==> src/rtl/if_prefetch_stage.sv <==
`timescale 1ns/1ps
// Instruction-fetch stage: decoupled imem request/response port feeding a DEPTH-entry
// prefetch queue of {pc, instr} pairs, with branch redirect that flushes queued and in-flight fetches.
module if_prefetch_stage #(
    parameter int unsigned     XLEN     = 32,
    parameter int unsigned     DEPTH    = 4,
    parameter int unsigned     MAX_OUT  = 2,
    parameter logic [XLEN-1:0] RESET_PC = '0,
    parameter bit              BR_ABS   = 1'b0
) (
    input  logic            clk,
    input  logic            rst,
    input  logic            freez,
    input  logic            br_taken,
    input  logic [XLEN-1:0] br_offset,
    input  logic [XLEN-1:0] br_pc,
    output logic            imem_req_valid,
    input  logic            imem_req_ready,
    output logic [XLEN-1:0] imem_req_addr,
    input  logic            imem_rsp_valid,
    input  logic [XLEN-1:0] imem_rsp_data,
    output logic            out_valid,
    output logic [XLEN-1:0] pc,
    output logic [XLEN-1:0] instruction
);

    localparam int unsigned QAddrW = $clog2(DEPTH);
    localparam int unsigned QCntW  = $clog2(DEPTH + 1);
    localparam int unsigned OCntW  = $clog2(MAX_OUT + 1);
    localparam int unsigned TagW   = (MAX_OUT > 1) ? $clog2(MAX_OUT) : 1;
    localparam int unsigned CredW  = ((QCntW > OCntW) ? QCntW : OCntW) + 1;
    localparam logic [XLEN-1:0] PcStep = XLEN'(XLEN / 8);

    logic              active_q;
    logic [XLEN-1:0]   fetch_pc_q, fetch_pc_d;
    logic [XLEN-1:0]   q_pc_q    [DEPTH];
    logic [XLEN-1:0]   q_instr_q [DEPTH];
    logic [QAddrW-1:0] rd_ptr_q, rd_ptr_d, wr_ptr_q, wr_ptr_d;
    logic [QCntW-1:0]  count_q, count_d;
    logic [OCntW-1:0]  outst_q, outst_d, drop_q, drop_d;
    logic [XLEN-1:0]   tag_q [MAX_OUT];
    logic [TagW-1:0]   tag_wr_q, tag_wr_d, tag_rd_q, tag_rd_d;
    logic [CredW-1:0]  credits;
    logic [XLEN-1:0]   br_target;
    logic              issue, keep, pop;

    function automatic logic [TagW-1:0] tag_inc(input logic [TagW-1:0] p);
        return (p == TagW'(MAX_OUT - 1)) ? '0 : p + TagW'(1);
    endfunction

    // Slots already committed: queued entries plus live (non-dropped) fetches in flight.
    assign credits        = CredW'(count_q) + CredW'(outst_q) - CredW'(drop_q);
    assign imem_req_valid = active_q && !br_taken && (outst_q < OCntW'(MAX_OUT))
                            && (credits < CredW'(DEPTH));
    assign imem_req_addr  = fetch_pc_q;
    assign issue          = imem_req_valid && imem_req_ready;
    assign keep           = imem_rsp_valid && !br_taken && (drop_q == '0);
    assign out_valid      = (count_q != '0);
    assign pop            = out_valid && !freez && !br_taken;
    assign pc             = out_valid ? q_pc_q[rd_ptr_q] : '0;
    assign instruction    = out_valid ? q_instr_q[rd_ptr_q] : '0;
    assign br_target      = BR_ABS ? br_offset : (br_pc + PcStep + (br_offset << 2));

    always_comb begin
        fetch_pc_d = fetch_pc_q;
        rd_ptr_d   = rd_ptr_q;
        wr_ptr_d   = wr_ptr_q;
        count_d    = count_q;
        drop_d     = drop_q;
        tag_wr_d   = issue ? tag_inc(tag_wr_q) : tag_wr_q;
        tag_rd_d   = imem_rsp_valid ? tag_inc(tag_rd_q) : tag_rd_q;
        outst_d    = outst_q + OCntW'(issue) - OCntW'(imem_rsp_valid);
        if (br_taken) begin
            fetch_pc_d = br_target;
            count_d    = '0;
            rd_ptr_d   = wr_ptr_q;
            // Every fetch still in flight after this cycle is stale, including ones already
            // marked for dropping, so this stays correct when br_taken is held.
            drop_d     = outst_q - OCntW'(imem_rsp_valid);
        end else begin
            if (issue) fetch_pc_d = fetch_pc_q + PcStep;
            if (imem_rsp_valid && (drop_q != '0)) drop_d = drop_q - OCntW'(1);
            if (keep) wr_ptr_d = wr_ptr_q + QAddrW'(1);
            if (pop) rd_ptr_d = rd_ptr_q + QAddrW'(1);
            count_d = count_q + QCntW'(keep) - QCntW'(pop);
        end
    end

    always_ff @(posedge clk or negedge rst) begin
        if (!rst) begin
            active_q   <= 1'b0;
            fetch_pc_q <= RESET_PC;
            rd_ptr_q   <= '0;
            wr_ptr_q   <= '0;
            count_q    <= '0;
            outst_q    <= '0;
            drop_q     <= '0;
            tag_wr_q   <= '0;
            tag_rd_q   <= '0;
        end else begin
            active_q   <= 1'b1;
            fetch_pc_q <= fetch_pc_d;
            rd_ptr_q   <= rd_ptr_d;
            wr_ptr_q   <= wr_ptr_d;
            count_q    <= count_d;
            outst_q    <= outst_d;
            drop_q     <= drop_d;
            tag_wr_q   <= tag_wr_d;
            tag_rd_q   <= tag_rd_d;
        end
    end

    // Payload storage needs no reset; validity is tracked by the counters above.
    always_ff @(posedge clk) begin
        if (issue) tag_q[tag_wr_q] <= fetch_pc_q;
        if (keep) begin
            q_pc_q[wr_ptr_q]    <= tag_q[tag_rd_q];
            q_instr_q[wr_ptr_q] <= imem_rsp_data;
        end
    end

endmodule
==> config.mk <==
export PLATFORM = sky130hd
export DESIGN_NAME = if_prefetch_stage
export DESIGN_NICKNAME = d
export VERILOG_FILES = /design/src/rtl/if_prefetch_stage.sv
export SDC_FILE = /design/constraint.sdc
export NUM_CORES = 1
export LEC_CHECK = 0
export ABC_CLOCK_PERIOD_IN_PS = 4350
export CAP_MARGIN = 30
export CORE_ASPECT_RATIO = 1.75
export CORE_MARGIN = 2
export CORE_UTILIZATION = 25
export CTS_CLUSTER_SIZE = 24
export DETAILED_ROUTE_END_ITERATION = 6
export MAX_ROUTING_LAYER = met4
export PLACE_DENSITY = 0.4
export REMOVE_ABC_BUFFERS = 1
export SYNTH_ARGS = -nofsm -noshare
export SYNTH_HDL_FRONTEND = slang
export SYNTH_SLANG_ARGS = --single-unit
export TNS_END_PERCENT = 100
==> constraint.sdc <==
create_clock -name clk -period 4.35 [get_ports clk]
set_input_delay 0.87 -clock clk [delete_from_list [all_inputs] [get_ports clk]]
set_output_delay 0.87 -clock clk [all_outputs]
set_load 0.02 [all_outputs]
==> impl_results.md <==
* # IOs at 200
* Router iterations before antenna repair at 4
* Leak at about 7.1 nW
* Share of post-route cells with drive strength above 1 at 16.10%
* CTS Buffer Depth at 3
* Number of synthesized flops with an enable pin at 320
* Rel. slew slack at about 45%
* Post-route insts no fill at between 2,000 and 2,500
* Vias per Instance at 4.371
* Total congestion overflow at 0
* Later-pin clock latency in the skew report at between 0.5 and 0.6 ns
* WS Path Type: register to output port
* FP Rows at 124
* CTS tree: done
* Die Area at 68,320 um^2
* Die H at roughly 340 um
* Status: finished clean
* DRT iter0 DRCs at 367
* Post-Synthesis Cells at roughly 1,000
* Post-route DRC at 0
* Routed WL at approximately 43,000 um
* Pwr Density at around 570 nW/um^2
* Setup bufs post-CTS at 0
* GRT Total Usage at about an eighth
* DP HPWL at roughly 28,000 um
* Area Growth Syn to Fin at 26.42%
* Max_cap viols at 0
* FMAX at 263.7 MHz
* Post-synth ARST share at around an eighth
* Area post-placement at about 20,000 um^2
* Vias in the first global route at 10,260
* Leading area contributor after synthesis: edfxtp_1
* Core Box Area at between 60,000 and 70,000 um^2
* R2r startpoint: count_q[1]
* Period Utilization, post-route at 87.18%
* Initial Util at 25.26%
* Slew Limit Fails at 0
* Fillers at between 6,000 and 7,000
* First-pass GRT wire length at between 60,000 and 70,000 um
* CTS Buf Count at 36
* Min cycle time layout at between 3 and 4 ns
* Die X at about 200 um
* Largest net degree at the start of global routing at 68
* Worst setup EP type: output port
* Sum Neg Setup Slack at 0 ns
* R2R setup slack at about 1.1 ns
* Number of cells after detailed placement at around 2,100
* Routability Congestion at between 0.7 and 0.8
* Final Hold Vio Count at 0
* # setup viols final at 0
* Top FF cell, synth: edfxtp_1
* Yosys warnings at 0
* CP startpoint: rd_ptr_q[0]
* Netlist cell types at between 70 and 80
* R2R cell count at 12
* Worst vdd ir at between 0.2 and 0.3 mV
* Root Buffer: clkbuf_16
* Cts hold-fix bufs at 0
* Fin nets at between 1,000 and 1,500
* Seq/Total Area, Yosys at about two thirds
* CP max FO at 20
* Critical path data arrival time at between 2 and 3 ns
* WL/cell at 19.68 um
* R2r endpoint: imem_req_addr[20]
* Tot Pwr at approximately 12 mW
* Register area at 10,770 um^2
* Initial antenna violation count at 0
* Final antenna diode count at 0
* Hold crit path type: input pin to async pin
* # clock sinks at between 300 and 400
* Multi-input logic area at ~5500 um^2
* Post-Syn Area at between 15,000 and 20,000 um^2
* Design Area, Final at 20,910 um^2
* Routed Antenna Nets at 0
* Top-area cell type share of the netlist area at just under 60%
* Area contributors post-synth: edfxtp_1, mux4_2, dfrtp_1, ha_1, nor2b_1
* CP startpoint kind: register
* RSZ-0062 raised after global routing: no
* Post-synthesis sequential element count at between 300 and 400
* Worst Max-Slew Pin Slew at around 0.8 ns
* Crit path capture: instruction[23]
* Post-Route Skew at between 0.015 and 0.02 ns
* CTS clk-pin slew, worst paths at approximately 0.06 ns
* Vias post-DR at between 9,000 and 10,000
* H-tree depth at 2
* Worst EP required at roughly 3.5 ns
* IO buf count at 197
* Synthesized area per cell at roughly 16 um^2
## worst min path at each step
stage                                start          end  cells past startpoint
after floorplan                   tag_wr_q     tag_wr_q                      1
after global routing                   rst     active_q                      1
final                                  rst     tag_rd_q                      1
after CTS                              rst     active_q                      1
after global placement    imem_req_addr[0]  tag_q[0][0]                      0
after detailed placement  imem_req_addr[0]  tag_q[0][0]                      0
## layout make-up
class / count / area share (%)
Inverter: 26 / 0.4667
Clock inverter: 17 / 0.8377
Clock buffer: 49 / 4.739
Timing Repair Buffer: 224 / 10.90
Sequential cell: 366 / 51.50
Tap cell: 882 / 5.277
Multi-Input combinational cell: 604 / 26.28
## placed cells by master (no fill, tap or decap), types with 4 or more instances in the layout
cell and n:
xnor2_1 27, nor2_1 35, xor2_1 27, mux2_2 34, nand4_1 13, edfxtp_1 320
or3_1 4, nand2_1 49, clkbuf_16 37, and3_1 10, nand3_1 22, and2_4 4
nor3_1 10, a21o_1 13, clkinv_2 8, nor2b_1 67, o21ai_0 30, ha_1 71
inv_1 25, dfrtp_1 43, buf_12 9, mux4_2 64, a21oi_1 40, clkbuf_1 10
buf_4 18, clkdlybuf4s50_1 194, o21a_1 6, a31oi_1 5
## what timing repair did
action                                  CTS  global route
resized for setup                         1             1
hold endpoints to repair                  0             0
endpoints found under the setup margin    1             1
## metal layers
layer	GRT usage, %	share of wire [%]
met1	13.11	37
met2	24.69	55
met3	2.484	4.9
met4	4.820	3.2
met5	-	0
## stage by stage
step,hold slack (ns),utilization (%),worst slack [ns]
after floorplan,0.4603,-,-0.9364
after global placement,0.4841,30.12,0.2952
after detailed placement,0.4919,30.12,0.3090
after CTS,0.4401,31.90,0.1011
after global routing,0.4644,31.94,0.3280
final,0.4187,31.94,0.5576
## cells in the mapped netlist (7+ instances only)
cell / n
and3_1: 10
o21ai_0: 30
nand3_1: 22
a21o_1: 13
mux4_2: 64
edfxtp_1: 320
nand4_1: 13
nor3_1: 12
nand2_1: 49
a21oi_1: 40
mux2_2: 34
ha_1: 71
nor2b_1: 67
xnor2_1: 27
and2_1: 7
dfrtp_1: 46
xor2_1: 27
clkbuf_1: 26
inv_1: 25
nor2_1: 36
## kinds of logic (layout without fill, tap and decap cells)
kind of cell,count (synthesis),after routing,share of synthesized area (%)
other cells,1,1,0.02267
compound gates,135,135,5.416
simple gates,239,239,7.806
buf+inv,68,316,1.899
mux,101,101,11.21
xor+xnor,54,54,2.859
flops,366,366,65.05
fa+ha+maj,74,74,5.734
## critical path, cell delays in order (launching register included)
cell and delay, ns:
dfrtp_4 0.74, buf_4 0.39, mux4_2 0.55, nor2b_1 0.14, clkdlybuf4s50_1 0.55
## sequential cells by signal (all words and copies together), names as in the netlist
signal         count
active_q           1
count_q            3
drop_q             2
imem_req_addr     32
outst_q            2
q_instr_q        128
q_pc_q           128
rd_ptr_q           2
tag_q             64
tag_rd_q           1
tag_wr_q           1
wr_ptr_q           2
## power breakdown
| group | switching [mW] | total, mW | internal (mW) |
|---|---|---|---|
| Combinational | 2.11 | 4.09 | 1.98 |
| Sequential | 0.365 | 4.62 | 4.26 |
| Clock | 1.34 | 3.13 | 1.79 |
Power figures use the tool's default switching activity.
